**config.mk**
```make
export PLATFORM = sky130hd
export DESIGN_NAME = pong_frame_engine
export DESIGN_NICKNAME = d
export VERILOG_FILES = /design/src/rtl/pong_frame_engine.sv
export SDC_FILE = /design/constraint.sdc
export NUM_CORES = 1
export LEC_CHECK = 0
export BUFFER_PORTS_ARGS = -buffer_cell sky130_fd_sc_hd__buf_2
export CELL_PAD_IN_SITES_DETAIL_PLACEMENT = 1
export CELL_PAD_IN_SITES_GLOBAL_PLACEMENT = 1
export CORE_UTILIZATION = 30
export CTS_BUF_LIST = sky130_fd_sc_hd__clkbuf_4 sky130_fd_sc_hd__clkbuf_8
export DETAILED_ROUTE_END_ITERATION = 7
export GPL_TIMING_DRIVEN = 1
export PLACE_DENSITY = 0.6
export SKIP_LAST_GASP = 1
export SYNTH_ARGS = -nofsm -noshare
export SYNTH_HDL_FRONTEND = slang
export SYNTH_SLANG_ARGS = --single-unit
```
**constraint.sdc**
```tcl
create_clock -name Clock -period 3.45 [get_ports Clock]
set_input_delay 0.345 -clock Clock [delete_from_list [all_inputs] [get_ports Clock]]
set_output_delay 0.345 -clock Clock [all_outputs]
set_load 0.05 [all_outputs]
```
**src/rtl/pong_frame_engine.sv**
```systemverilog
// Pong game state (paddles, ball, scores) updated once per frame plus a registered pixel-colour stage.
// Optional build macro PONG_AI_EN: the right paddle follows the ball instead of rUp/rDown.
module pong_frame_engine #(
  parameter int BALL_SIZE     = 8,
  parameter int BALL_SPEED    = 4,
  parameter int PADDLE_W      = 8,
  parameter int PADDLE_H      = 64,
  parameter int PADDLE_SPEED  = 6,
  parameter int PADDLE_MARGIN = 16,
  parameter int SERVE_FRAMES  = 60
) (
  input  logic        Clock,
  input  logic        Reset,
  input  logic [11:0] nextX,
  input  logic [11:0] nextY,
  input  logic        blank_n,
  input  logic        vSync_n,
  input  logic        lUp,
  input  logic        lDown,
  input  logic        rUp,
  input  logic        rDown,
  output logic [7:0]  Red,
  output logic [7:0]  Green,
  output logic [7:0]  Blue,
  output logic [3:0]  scoreL,
  output logic [3:0]  scoreR,
  output logic        frameTick,
  output logic [1:0]  dbg_state_o,
  output logic [11:0] dbg_ball_x_o,
  output logic [11:0] dbg_ball_y_o,
  output logic [11:0] dbg_lpad_y_o,
  output logic [11:0] dbg_rpad_y_o
);

  localparam logic [1:0] ST_SERVE = 2'd0;
  localparam logic [1:0] ST_PLAY  = 2'd1;
  localparam logic [1:0] ST_POINT = 2'd2;

  localparam int CW = $clog2(SERVE_FRAMES + 1);

  // Every coordinate sum below stays under 4096, so 12-bit arithmetic never wraps.
  localparam logic [11:0] SCR_W      = 12'd800;
  localparam logic [11:0] SCR_H      = 12'd600;
  localparam logic [11:0] BS         = 12'(BALL_SIZE);
  localparam logic [11:0] BV         = 12'(BALL_SPEED);
  localparam logic [11:0] PW         = 12'(PADDLE_W);
  localparam logic [11:0] PH         = 12'(PADDLE_H);
  localparam logic [11:0] PV         = 12'(PADDLE_SPEED);
  localparam logic [11:0] LP_X       = 12'(PADDLE_MARGIN);
  localparam logic [11:0] LP_R       = 12'(PADDLE_MARGIN + PADDLE_W);
  localparam logic [11:0] RP_L       = 12'(800 - PADDLE_MARGIN - PADDLE_W);
  localparam logic [11:0] BALL_Y_MAX = 12'(600 - BALL_SIZE);
  localparam logic [11:0] PAD_Y_MAX  = 12'(600 - PADDLE_H);
  localparam logic [11:0] BALL_X0    = 12'((800 - BALL_SIZE) / 2);
  localparam logic [11:0] BALL_Y0    = 12'((600 - BALL_SIZE) / 2);
  localparam logic [11:0] PAD_Y0     = 12'((600 - PADDLE_H) / 2);
  localparam logic [11:0] LINE_X0    = 12'd398;
  localparam logic [11:0] LINE_X1    = 12'd401;

  logic          vs_q, frame_tick_q;
  logic [1:0]    state_q, state_d;
  logic [CW-1:0] cnt_q, cnt_d;
  logic [11:0]   ball_x_q, ball_x_d, ball_y_q, ball_y_d;
  logic          dir_r_q, dir_r_d, dir_d_q, dir_d_d;
  logic          scorer_l_q, scorer_l_d;
  logic [11:0]   lpad_q, lpad_d, rpad_q, rpad_d;
  logic [3:0]    score_l_q, score_l_d, score_r_q, score_r_d;
  logic [7:0]    pix_q, pix_d;
  logic          tick, ov_l, ov_r, r_up, r_dn;
  logic          in_ball, in_lpad, in_rpad, in_line;

  function automatic logic [11:0] pad_step(input logic [11:0] y, input logic up, input logic dn);
    logic [11:0] r;
    r = y;
    if (up && !dn)      r = (y < PV) ? 12'd0 : y - PV;
    else if (dn && !up) r = (y + PV > PAD_Y_MAX) ? PAD_Y_MAX : y + PV;
    return r;
  endfunction

  function automatic logic [3:0] bcd_inc(input logic [3:0] s);
    return (s == 4'd9) ? 4'd0 : s + 4'd1;
  endfunction

  assign tick = vs_q & ~vSync_n;

`ifdef PONG_AI_EN
  logic [11:0] ai_pad_c, ai_ball_c;
  logic        ai_unused_buttons;
  assign ai_unused_buttons = rUp ^ rDown;
  assign ai_pad_c  = rpad_q + PH / 12'd2;
  assign ai_ball_c = ball_y_q + BS / 12'd2;
  assign r_up      = ai_pad_c > ai_ball_c + PV;
  assign r_dn      = ai_pad_c + PV < ai_ball_c;
`else
  assign r_up = rUp;
  assign r_dn = rDown;
`endif

  // Hit tests use the positions from before this frame's move.
  assign ov_l = (ball_y_q + BS > lpad_q) && (ball_y_q < lpad_q + PH);
  assign ov_r = (ball_y_q + BS > rpad_q) && (ball_y_q < rpad_q + PH);

  always_comb begin
    state_d    = state_q;
    cnt_d      = cnt_q;
    ball_x_d   = ball_x_q;
    ball_y_d   = ball_y_q;
    dir_r_d    = dir_r_q;
    dir_d_d    = dir_d_q;
    scorer_l_d = scorer_l_q;
    lpad_d     = lpad_q;
    rpad_d     = rpad_q;
    score_l_d  = score_l_q;
    score_r_d  = score_r_q;
    if (tick) begin
      lpad_d = pad_step(lpad_q, lUp, lDown);
      rpad_d = pad_step(rpad_q, r_up, r_dn);
      case (state_q)
        ST_SERVE: begin
          if (cnt_q == CW'(SERVE_FRAMES - 1)) begin
            state_d = ST_PLAY;
            cnt_d   = '0;
          end else begin
            cnt_d = cnt_q + CW'(1);
          end
        end
        ST_PLAY: begin
          if (dir_d_q) begin
            if (ball_y_q + BV >= BALL_Y_MAX) begin
              ball_y_d = BALL_Y_MAX;
              dir_d_d  = 1'b0;
            end else begin
              ball_y_d = ball_y_q + BV;
            end
          end else if (ball_y_q <= BV) begin
            ball_y_d = 12'd0;
            dir_d_d  = 1'b1;
          end else begin
            ball_y_d = ball_y_q - BV;
          end
          if (!dir_r_q) begin
            if (ball_x_q >= LP_R && ball_x_q <= LP_R + BV && ov_l) begin
              ball_x_d = LP_R;
              dir_r_d  = 1'b1;
            end else if (ball_x_q <= BV) begin
              state_d    = ST_POINT;
              scorer_l_d = 1'b0;
            end else begin
              ball_x_d = ball_x_q - BV;
            end
          end else begin
            if (ball_x_q + BS <= RP_L && ball_x_q + BS + BV >= RP_L && ov_r) begin
              ball_x_d = RP_L - BS;
              dir_r_d  = 1'b0;
            end else if (ball_x_q + BS + BV >= SCR_W) begin
              state_d    = ST_POINT;
              scorer_l_d = 1'b1;
            end else begin
              ball_x_d = ball_x_q + BV;
            end
          end
        end
        ST_POINT: begin
          if (scorer_l_q) score_l_d = bcd_inc(score_l_q);
          else            score_r_d = bcd_inc(score_r_q);
          ball_x_d = BALL_X0;
          ball_y_d = BALL_Y0;
          // Serve toward the player who conceded.
          dir_r_d  = scorer_l_q;
          state_d  = ST_SERVE;
        end
        default: state_d = ST_SERVE;
      endcase
    end
  end

  assign in_ball = (nextX >= ball_x_q) && (nextX < ball_x_q + BS) &&
                   (nextY >= ball_y_q) && (nextY < ball_y_q + BS);
  assign in_lpad = (nextX >= LP_X) && (nextX < LP_R) &&
                   (nextY >= lpad_q) && (nextY < lpad_q + PH);
  assign in_rpad = (nextX >= RP_L) && (nextX < RP_L + PW) &&
                   (nextY >= rpad_q) && (nextY < rpad_q + PH);
  assign in_line = (nextX >= LINE_X0) && (nextX <= LINE_X1) && !nextY[4];

  always_comb begin
    pix_d = 8'h00;
    if (blank_n) begin
      if (in_ball || in_lpad || in_rpad) pix_d = 8'hFF;
      else if (in_line)                  pix_d = 8'h80;
    end
  end

  always_ff @(posedge Clock) begin
    if (Reset) begin
      vs_q         <= 1'b1;
      frame_tick_q <= 1'b0;
      state_q      <= ST_SERVE;
      cnt_q        <= '0;
      ball_x_q     <= BALL_X0;
      ball_y_q     <= BALL_Y0;
      dir_r_q      <= 1'b1;
      dir_d_q      <= 1'b1;
      scorer_l_q   <= 1'b0;
      lpad_q       <= PAD_Y0;
      rpad_q       <= PAD_Y0;
      score_l_q    <= 4'd0;
      score_r_q    <= 4'd0;
      pix_q        <= 8'h00;
    end else begin
      vs_q         <= vSync_n;
      frame_tick_q <= tick;
      state_q      <= state_d;
      cnt_q        <= cnt_d;
      ball_x_q     <= ball_x_d;
      ball_y_q     <= ball_y_d;
      dir_r_q      <= dir_r_d;
      dir_d_q      <= dir_d_d;
      scorer_l_q   <= scorer_l_d;
      lpad_q       <= lpad_d;
      rpad_q       <= rpad_d;
      score_l_q    <= score_l_d;
      score_r_q    <= score_r_d;
      pix_q        <= pix_d;
    end
  end

  assign Red          = pix_q;
  assign Green        = pix_q;
  assign Blue         = pix_q;
  assign scoreL       = score_l_q;
  assign scoreR       = score_r_q;
  assign frameTick    = frame_tick_q;
  assign dbg_state_o  = state_q;
  assign dbg_ball_x_o = ball_x_q;
  assign dbg_ball_y_o = ball_y_q;
  assign dbg_lpad_y_o = lpad_q;
  assign dbg_rpad_y_o = rpad_q;

endmodule
```
# Yosys cells after proc, flatten, opt, wreduce, memory -nomap -nowiden

Cells that the tools add are included.

$lt $le $gt $ge: 30
Mux-type cells: 42
Bitwise operators: 4
Add/sub/neg operators: 16
Reductions and logical operators: 44
Equality and inequality tests: 15

Operators with widths:

| kind                                                                                  | number |
|---|---|
| 12-bit two-way mux                                                                    | 16 |
| 12-bit < comparator                                                                   | 6 |
| 12-bit by 3-bit adder with 12-bit output, second input constant                       | 5 |
| 12-bit by 10-bit greater-or-equal comparator with 1-bit output, second input constant | 4 |
| 12-bit greater-or-equal comparator                                                    | 4 |
| 12-bit one-hot mux with 2 select lines                                                | 2 |
| 12-bit by 3-bit subtractor with 12-bit output, second input constant                  | 4 |
| 12-bit by 4-bit adder with 12-bit output, second input constant                       | 2 |
| 12-bit by 7-bit adder with 12-bit output, second input constant                       | 2 |
| 12-bit by 5-bit greater-or-equal comparator with 1-bit output, second input constant  | 2 |
| 12-bit by 10-bit > comparator with 1-bit output, second input constant                | 2 |
| 12-bit > comparator                                                                   | 2 |
| 12-bit by 3-bit less-or-equal comparator with 1-bit output, second input constant     | 2 |
| 12-bit by 3-bit < comparator with 1-bit output, second input constant                 | 2 |
| 1-bit logical AND                                                                     | 21 |
| 8-bit two-way mux                                                                     | 2 |
| 12-bit by 9-bit greater-or-equal comparator with 1-bit output, second input constant  | 1 |
| 12-bit by 10-bit less-or-equal comparator with 1-bit output, second input constant    | 1 |
| 12-bit by 5-bit less-or-equal comparator with 1-bit output, second input constant     | 1 |
| 12-bit by 9-bit less-or-equal comparator with 1-bit output, second input constant     | 1 |
| 12-bit by 10-bit < comparator with 1-bit output, second input constant                | 1 |
| 12-bit by 5-bit < comparator with 1-bit output, second input constant                 | 1 |
| 2-bit two-way mux                                                                     | 6 |
| 3-bit inequality test, second input constant                                          | 4 |
| 25 further kinds                                                                      | 57 |

Logic and storage cells: 165
Output and inout port bits: 83
Bits in registers: 77
Input port bits: 32

# Depth between registers and ports, before layout

Gate-level depths: netlist of the first run.

Depth in word-level cells: 8
Gate-level depth with buffers: 16
Depth with buffers taken out: 14

# Least setup slack after synthesis of the first run

No wires, ideal clock.

Path kind: reg2reg
Start point: register ball_y_q[7], in the netlist dbg_ball_y_o[7]
End point: register ball_x_q[8], in the netlist dbg_ball_x_o[8]
Clock period less this slack: 3.796 ns
Slack: -0.346 ns
Cell stages (with the launch flop): 17
Path buffers: 2
Data arrival time: 3.674 ns
Setup time: 0.122 ns
Data required time: 3.328 ns
Path through: dfxtp_1 > clkbuf_1 > and3_1 > and3_1 > nand3_1 > xnor2_1 > ha_1 > nand4_1 > nor2_1 > a31oi_1 > and4_1 > nand3_1 > a2111oi_4 > o21a_2 > buf_6 > nand2_1 > a221o_1

Longest elaborated chain between the ends: 7
Elaborated cells between the ends (all ways): 16
Those cells by class: add/sub: 1; order compare: 4; eq/ne: 2; mux: 4; reduce/logical: 5

Ends and longest elaborated chain:

| element                                  | RTL line | source |
|---|---|---|
| start, declared                          | 63       | `logic [11:0] ball_x_q, ball_x_d, ball_y_q, ball_y_d;` |
| start signal, assigned                   | 215      | `ball_y_q <= ball_y_d;` |
| 12-bit by 4-bit adder with 12-bit output | 100, 101 |  |
| 12-bit > comparator (on tied branches)   | 100, 101 |  |
| 1-bit logical AND (on tied branches)     | 100, 101 |  |
| 1-bit logical AND (on tied branches)     | 142, 152 |  |
| 12-bit two-way mux (on tied branches)    | 142, 152 |  |
| 12-bit two-way mux                       | 141      | `if (!dir_r_q) begin` |
| 12-bit one-hot mux with 2 select lines   | 118      | `case (state_q)` |
| end signal, assigned                     | 214      | `ball_x_q <= ball_x_d;` |
| end, declared                            | 63       |  |

Several ways; a longest one is shown, not always the timed one.
A chain may end at the register's enable or synchronous reset.

# Worst setup path in the final report of the first run

Start point: register ball_y_q[7], in the netlist dbg_ball_y_o[7]
End point: register dir_r_q

Longest elaborated chain between the ends: 7
Elaborated cells between the ends (all ways): 13
Those cells by class: add/sub: 1; order compare: 4; mux: 4; reduce/logical: 4

Ends and longest elaborated chain:

| element                                  | RTL line | source |
|---|---|---|
| 12-bit by 4-bit adder with 12-bit output | 100, 101 |  |
| 12-bit > comparator (on tied branches)   | 100, 101 |  |
| 1-bit logical AND (on tied branches)     | 100, 101 |  |
| 1-bit logical AND (on tied branches)     | 142, 152 |  |
| 1-bit two-way mux (on tied branches)     | 142, 152 |  |
| 1-bit two-way mux *                      | 141      |  |
| 1-bit one-hot mux with 2 select lines *  | 118      |  |
| end signal, assigned                     | 216      | `dir_r_q <= dir_r_d;` |
| end, declared                            | 64       | `logic dir_r_q, dir_r_d, dir_d_q, dir_d_d;` |

Every way passes the cells marked *; elsewhere a longest branch is shown, timed or not.

==> results of run 1 <==
==> area by class of cell <==
cell class | instances | area, µm²
Clock buffer | 9 | 124
Sequential cell | 65 | 1320
Fill cell | 3253 | 16600
Tap cell | 335 | 419
Clock inverter | 7 | 80.1
Inverter | 74 | 278
Multi-Input combinational cell | 864 | 6170
Timing Repair Buffer | 196 | 1210
==> repair_timing <==
action	CTS	global route
resized for setup	4	12
gates cloned	0	1
endpoints found under the setup margin	9	14
buffers inserted	0	2
hold buffers	0	0
pin swaps	1	3
==> routing by layer <==
metal	part of all wire [%]	GRT usage [%]
met4	1.9	6.83
met1	49	29.5
met3	3.7	2.57
met2	45	35.5
met5	0	0
==> power groups by stage <==
stage | sequential [mW] | clock (mW) | combinational, mW
2_1_floorplan | 0.826 | 0 | 0.281
6_report | 0.779 | 0.759 | 0.466
4_1_cts | 0.779 | 0.780 | 0.467
3_3_place_gp | 0.796 | 0 | 0.455
5_1_grt | 0.781 | 0.792 | 0.520
3_5_place_dp | 0.796 | 0 | 0.463
==> placed cells by master (no fill, tap or decap), types with 10 or more instances in the layout <==
master and count:
o211ai_1 17, nand2_1 66, xnor2_1 44, o21a_1 14, nor4_1 11, nand4_1 24
buf_2 106, nor2_1 86, and3_1 10, nand2b_1 12, ha_1 139, nand3_1 42
a21o_1 10, a21oi_1 83, buf_4 90, o21ai_0 77, nor3_1 27, inv_1 74
nor2b_1 16, a211oi_1 13, or3_1 15, dfxtp_1 56
==> Yosys cell counts (9+ instances only) <==
cell type  number  share of area, %
a211oi_1       13               1.2
a21o_1         10              0.93
a21oi_1        83               5.2
a22oi_1         9              0.84
a31oi_1        11              0.85
and3_1         11              0.85
buf_4          29               2.7
clkbuf_1       40               1.9
dfxtp_1        65                16
ha_1          139                22
inv_1          74               3.4
nand2_1        66               3.1
nand2b_1       13               1.0
nand3_1        43               2.7
nand4_1        24               1.9
nor2_1         86               4.0
nor2b_1        16               1.2
nor3_1         27               1.7
nor4_1         11              0.85
o211ai_1       17               1.6
o21a_1         14               1.3
o21ai_0        78               4.8
o22ai_1        10              0.78
or3_1          15               1.2
xnor2_1        46               5.0
xor2_1          9              0.98
==> logic make-up after synthesis <==
kind of cell | after synthesis
adder cells (fa/ha/maj) | 139
buffers and inverters | 152
XOR/XNOR | 55
AO/OA/AOI/OAI | 324
AND/OR/NAND/NOR | 339
flip-flops | 65
other | 1
==> worst register-to-register path, cell delays in order (launching register included) <==
cell and delay (ns):
dfxtp_4 0.35, and3_2 0.25, and3_1 0.22, nand3_1 0.14, xnor2_2 0.17, buf_4 0.16, ha_1 0.29, nand4_1 0.12
or2_2 0.36, o211ai_1 0.26, nor2_1 0.13, buf_4 0.16, nand3_1 0.13, o21ai_0 0.10, a221o_1 0.37
==> state kept, by name, summed over array words and instances, names as in the netlist <==
name / flops
Blue: 2
cnt_q: 6
dbg_ball_x_o: 10
dbg_ball_y_o: 10
dbg_lpad_y_o: 11
dbg_rpad_y_o: 11
dbg_state_o: 2
dir_d_q: 1
dir_r_q: 1
frameTick: 1
scoreL: 4
scoreR: 4
scorer_l_q: 1
vs_q: 1
==> how the worst min path moves through the flow <==
stage / startpoint / slack [ns] / depth (start not counted) / endpoint
final: vSync_n / 0.17 / 2 / vs_q
after global routing: vSync_n / 0.17 / 2 / vs_q
after CTS: vSync_n / 0.15 / 2 / vs_q
after detailed placement: cnt_q[1] / 0.49 / 2 / cnt_q[1]
after global placement: cnt_q[1] / 0.47 / 2 / cnt_q[1]
after floorplan: vSync_n / 0.45 / 1 / vs_q
==> metrics by stage <==
stage | TNS, ns | power (mW) | instance area, µm² | setup WS [ns] | hold WS, ns
2_1_floorplan | 0 | 1.11 | 8090 | 0.00293 | 0.452
3_3_place_gp | -0.0125 | 1.25 | 9280 | -0.0125 | 0.472
3_5_place_dp | -0.347 | 1.26 | 9280 | -0.0975 | 0.486
4_1_cts | -0.0209 | 2.02 | 9510 | -0.0209 | 0.153
5_1_grt | -0.0458 | 2.09 | 9590 | -0.0289 | 0.172
6_report | 0 | 2.00 | 9590 | 0.136 | 0.172
==> results.ini, run 1 <==
[cts]
cts_inserted_buffers = 9
cts-root-buf = clkbuf_8
cts_tree = done
cts.reportedPaths.clkPinSlew_ns = 0.10
clockBufferDepth = 2
clk_latency_ns = 0.39
cts_htree_levels = 3
clock-sinks = 65

[finish]
area_growth_pct = 19.0
layout-drive-gt1-share_pct = 20.6
layout.nets = 1381
final_core_util_pct = 36.6
diodes = 0
final_cells = 1550

[floorplan]
core_area_um2 = 26200
start_util_pct = 30.8
io_pins = 115
die-width_um = 166
die_area_um2 = 27500
die_h_um = 166
rows = 59

[timing]
drv_slew = 0
final-setup-viol-count = 0
hold_viol_final = 0
fin_skew_ns = 0.0148
fmax_mhz = 302
worst_slew_pin_slew_ns = 0.661
fin_crit_ns = 3.31
min_period_over_period_pct = 96.1
slew_headroom_pct = 55.8

[pwr]
power_frac_clock_pct = 37.9
power_frac_comb_pct = 23.3
power_density_nw_per_um2 = 209
p_leak_nw = 4.18
swShare_pct = 36.8
max-vdd-ir-drop_v = 0.000129
p_int_mw = 1.27
switchingPower_uw = 738
power_frac_seq_pct = 38.9

[synthesis]
synth_compound_area_share_pct = 26.6
synth-simple-area-share_pct = 21.0
synthXorXnorAreaFrac_pct = 5.98
seq_area_frac_synth_pct = 16.1
synth_area_per_cell_um2 = 7.50
synthMuxAreaShare_pct = 0
synth_cell_types = 70
synth_top_family_by_area = compound AO/OA/AOI/OAI gates
syn_area_um2 = 8060
async_flop_share_pct = 0
synthAdderAreaFrac_pct = 21.6
ys_ff_latch = 65
ys_warn_count = 0
yosys_most_used_dff = dfxtp_1
synthCells = 1075
synth_edf_count = 0

[global_routing]
grt_pass1_wl_um = 47500
grt_usage_pct = 21.7
grt_max_degree = 48
grt_overflow = 0
antenna_found_initial = 0
grt_pass1_vias = 8640

[worst_hold_path]
hold_path_class = input port to flip-flop

[placement]
io_buffers = 106
gp_congestion = 0.871
dp_hpwl_um = 23500
place_inst = 1531

[critical_path]
r2r_end = dir_r_q
crit_fanout = 5
worstSetupEndpoint = dir_r_q
slowest_delay_ns = 0.37
critPathLaunch = dbg_ball_y_o[7]
crit_buf_inv = 2
rr_worst_depth = 14
critPathKind = flip-flop to flip-flop
crit_chain = and3_2 > and3_1 > nand3_1 > xnor2_2 > buf_4 > ha_1 > nand4_1 > or2_2 > o211ai_1 > nor2_1 > buf_4 > nand3_1 > o21ai_0 > a221o_1
cpLargestDelayFamily = simple AND/OR/NAND/NOR gates
r2r_start = dbg_ball_y_o[7]
crit_cells = 14
cp-start-kind = flip-flop
critPathSlowestCell = a221o_1
reg2reg_slack_ns = 0.14
arrival_ns = 3.60
end_kind = flip-flop
worstPathRequired_ns = 3.73

[detailed_routing]
ant_nets = 0
drc = 28
vias = 8536
via_per_inst = 5.51
drt-pass1-iter-count = 7
wire_per_inst_um = 19.2
drt_iter0_drc = 398
drt_wl_total_um = 29700

[flow_run]
cap_violations = 0

[run_status]
violations = DRC
status = finished, violations left

Power figures use the tool's default switching activity.
==> run 2, diff against run 1 <==
PLACE_DENSITY = 0.69   (was 0.6)
==> results.ini, run 2 (synthesized netlist as in run 1, its figures left out) <==
[detailed_routing]
vias = 8496  ; was 8,536
drt-pass1-iter-count = 7  ; unchanged
ant_nets = 0  ; unchanged
met3WireLength_um = 1270  ; was 1090 µm
wl_met1_um = 14000  ; was 14,600 µm
via_per_inst = 5.52  ; was 5.51
drc = 11  ; was 28
drt_iter0_drc = 446  ; was 398
top_layer = met4  ; unchanged
drt_wl_total_um = 29200  ; was 29,700 µm
wl_met2_um = 13500  ; about the same
wire_per_inst_um = 19.0  ; was 19.2 µm

[pwr]
total_power_mw = 1.94  ; was 2.00 mW
max-vdd-ir-drop_v = 0.000154  ; was 0.000129 V
p_leak_nw = 4.09  ; was 4.18 nW
power_density_nw_per_um2 = 205  ; was 209 nW/µm²

[floorplan]
die-width_um = 166  ; unchanged
rows = 59  ; unchanged
io_pins = 115  ; unchanged
start_util_pct = 30.8  ; unchanged
die_h_um = 166  ; unchanged
die_area_um2 = 27500  ; unchanged
core_area_um2 = 26200  ; unchanged

[critical_path]
critPathSlowestCell = dfxtp_2  ; was a221o_1
slowest_delay_ns = 0.42  ; was 0.37 ns
cp_common_cell = buf_4
critPathKind = flip-flop to flip-flop  ; unchanged
crit_chain = buf_4 > nand4_1 > or3_1 > a22o_1 > o211a_1 > or3_4 > a2111oi_4 > o21a_4 > buf_4 > o21ai_1 > a221oi_2  ; was and3_2 > and3_1 > nand3_1 > xnor2_2 > buf_4 > ha_1 > nand4_1 > or2_2 > o211ai_1 > nor2_1 > buf_4 > nand3_1 > o21ai_0 > a221o_1
end_kind = flip-flop  ; unchanged
cp-start-kind = flip-flop  ; unchanged
worstPathRequired_ns = 3.75  ; was 3.73 ns
arrival_ns = 3.66  ; was 3.60 ns
crit_fanout = 9  ; was 5

[finish]
layout_common_cells = ha_1 (137), buf_2 (106), nor2_1 (86)  ; was ha_1 (139), buf_2 (106), buf_4 (90)
area_growth_pct = 17.3  ; was 19.0%
final_common_cell = ha_1  ; unchanged
layout-drive-gt1-share_pct = 19.5  ; was 20.6%
register_area_um2 = 1320  ; unchanged
final_area_um2 = 9450  ; was 9590 µm²
layout.nets = 1371  ; was 1,381
diodes = 0  ; unchanged
multi_input_area_um2 = 6120  ; was 6170 µm²
fill_cells = 3278  ; was 3,253

[timing]
layout_setup_ws_ns = 0.0922  ; was 0.136 ns
setup_tns_ns = 0  ; unchanged
worst_slew_pin_slew_ns = 0.649  ; was 0.661 ns
rsz0062_at_grt = true
fin_skew_ns = 0.0187  ; was 0.0148 ns
drv_slew = 0  ; unchanged
slew_headroom_pct = 56.6  ; was 55.8%
hold_viol_final = 0  ; unchanged
min_period_over_period_pct = 97.3  ; was 96.1%
fin_crit_ns = 3.36  ; was 3.31 ns
fmax_mhz = 298  ; was 302 MHz
final-setup-viol-count = 0  ; unchanged
holdWs_ns = 0.172  ; about the same

[global_routing]
grt_usage_pct = 21.0  ; was 21.7%
antenna_found_initial = 0  ; unchanged
grt_max_degree = 36  ; was 48
grt_pass1_wl_um = 46600  ; was 47,500 µm
grt_overflow = 0  ; unchanged
grt_pass1_vias = 8457  ; was 8,640

[placement]
gp_congestion = 0.885  ; was 0.871
io_buffers = 106  ; unchanged
dp_hpwl_um = 23200  ; was 23,500 µm
place_area_um2 = 9230  ; was 9280 µm²
place_ws_ns = -0.0987  ; was -0.0975 ns

[cts]
cts_inserted_buffers = 9  ; unchanged
cts_htree_levels = 3  ; unchanged
clockBufferDepth = 2  ; unchanged
cts.reportedPaths.clkPinSlew_ns = 0.10  ; about the same
clock-sinks = 65  ; unchanged
cts-root-buf = clkbuf_8  ; unchanged
postCtsHoldBufs = 0  ; unchanged
clk_latency_ns = 0.39  ; about the same
cts_tree = done  ; unchanged

[flow_run]
cap_violations = 0  ; unchanged

[worst_hold_path]
hold_path_class = input port to flip-flop  ; unchanged

[run_status]
status = finished, violations left  ; unchanged
violations = DRC  ; unchanged

-- run 2: final cells by class --
cell class	instances	area share [%]
Multi-Input combinational cell	863	64.7
Sequential cell	65	13.9
Timing Repair Buffer	187	12.0
Tap cell	335	4.43
Inverter	74	2.94
Clock buffer	9	1.31
Clock inverter	7	0.622
-- run 2: path summary, 6_finish.rpt --
kind | depth (start not counted) | from | to | slack (ns)
max | 11 | dbg_ball_x_o[3] | dbg_ball_x_o[9] | 0.09
min | 2 | vSync_n | vs_q | 0.17
max reg2reg | 11 | dbg_ball_x_o[3] | dbg_ball_x_o[9] | 0.09
min reg2reg | 2 | cnt_q[1] | cnt_q[1] | 0.49
-- run 2: power by group --
group / switching (mW) / leakage (nW) / total [mW] / internal [mW]
combinational: 0.308 / 3.47 / 0.470 / 0.162
sequential: 0.0164 / 0.527 / 0.779 / 0.762
clock: 0.416 / 0.0891 / 0.690 / 0.274
-- run 2: stage by stage --
| stage | instances | util, % |
|---|---|---|
| after floorplan | 1080 | - |
| after global placement | 1524 | 35.2 |
| after detailed placement | 1524 | 35.2 |
| after CTS | 1540 | 35.9 |
| after global routing | 1540 | 36.1 |
| final | 1540 | 36.1 |
-- run 2: timing repair --
action | CTS | global route
cloned | 0 | 0
endpoints found under the setup margin | 6 | 9
resized for setup | 3 | 8
buffers inserted | 0 | 0
pin swaps | 0 | 2
-- run 2: worst max-delay path: cells and delay by family, from the launching register on --
family                 cells  cell delay [ns]
DFF                        1             0.42
and+or+nand+nor            3             0.97
AOI/OAI and AO/OA          6             1.55
buffers and inverters      2             0.33
-- run 2: routing by layer --
metal,up-vias,track usage (%)
li1,4155,-
met5,-,0
met3,30,3.65
met2,184,35.0
met1,4127,27.8
met4,0,5.85
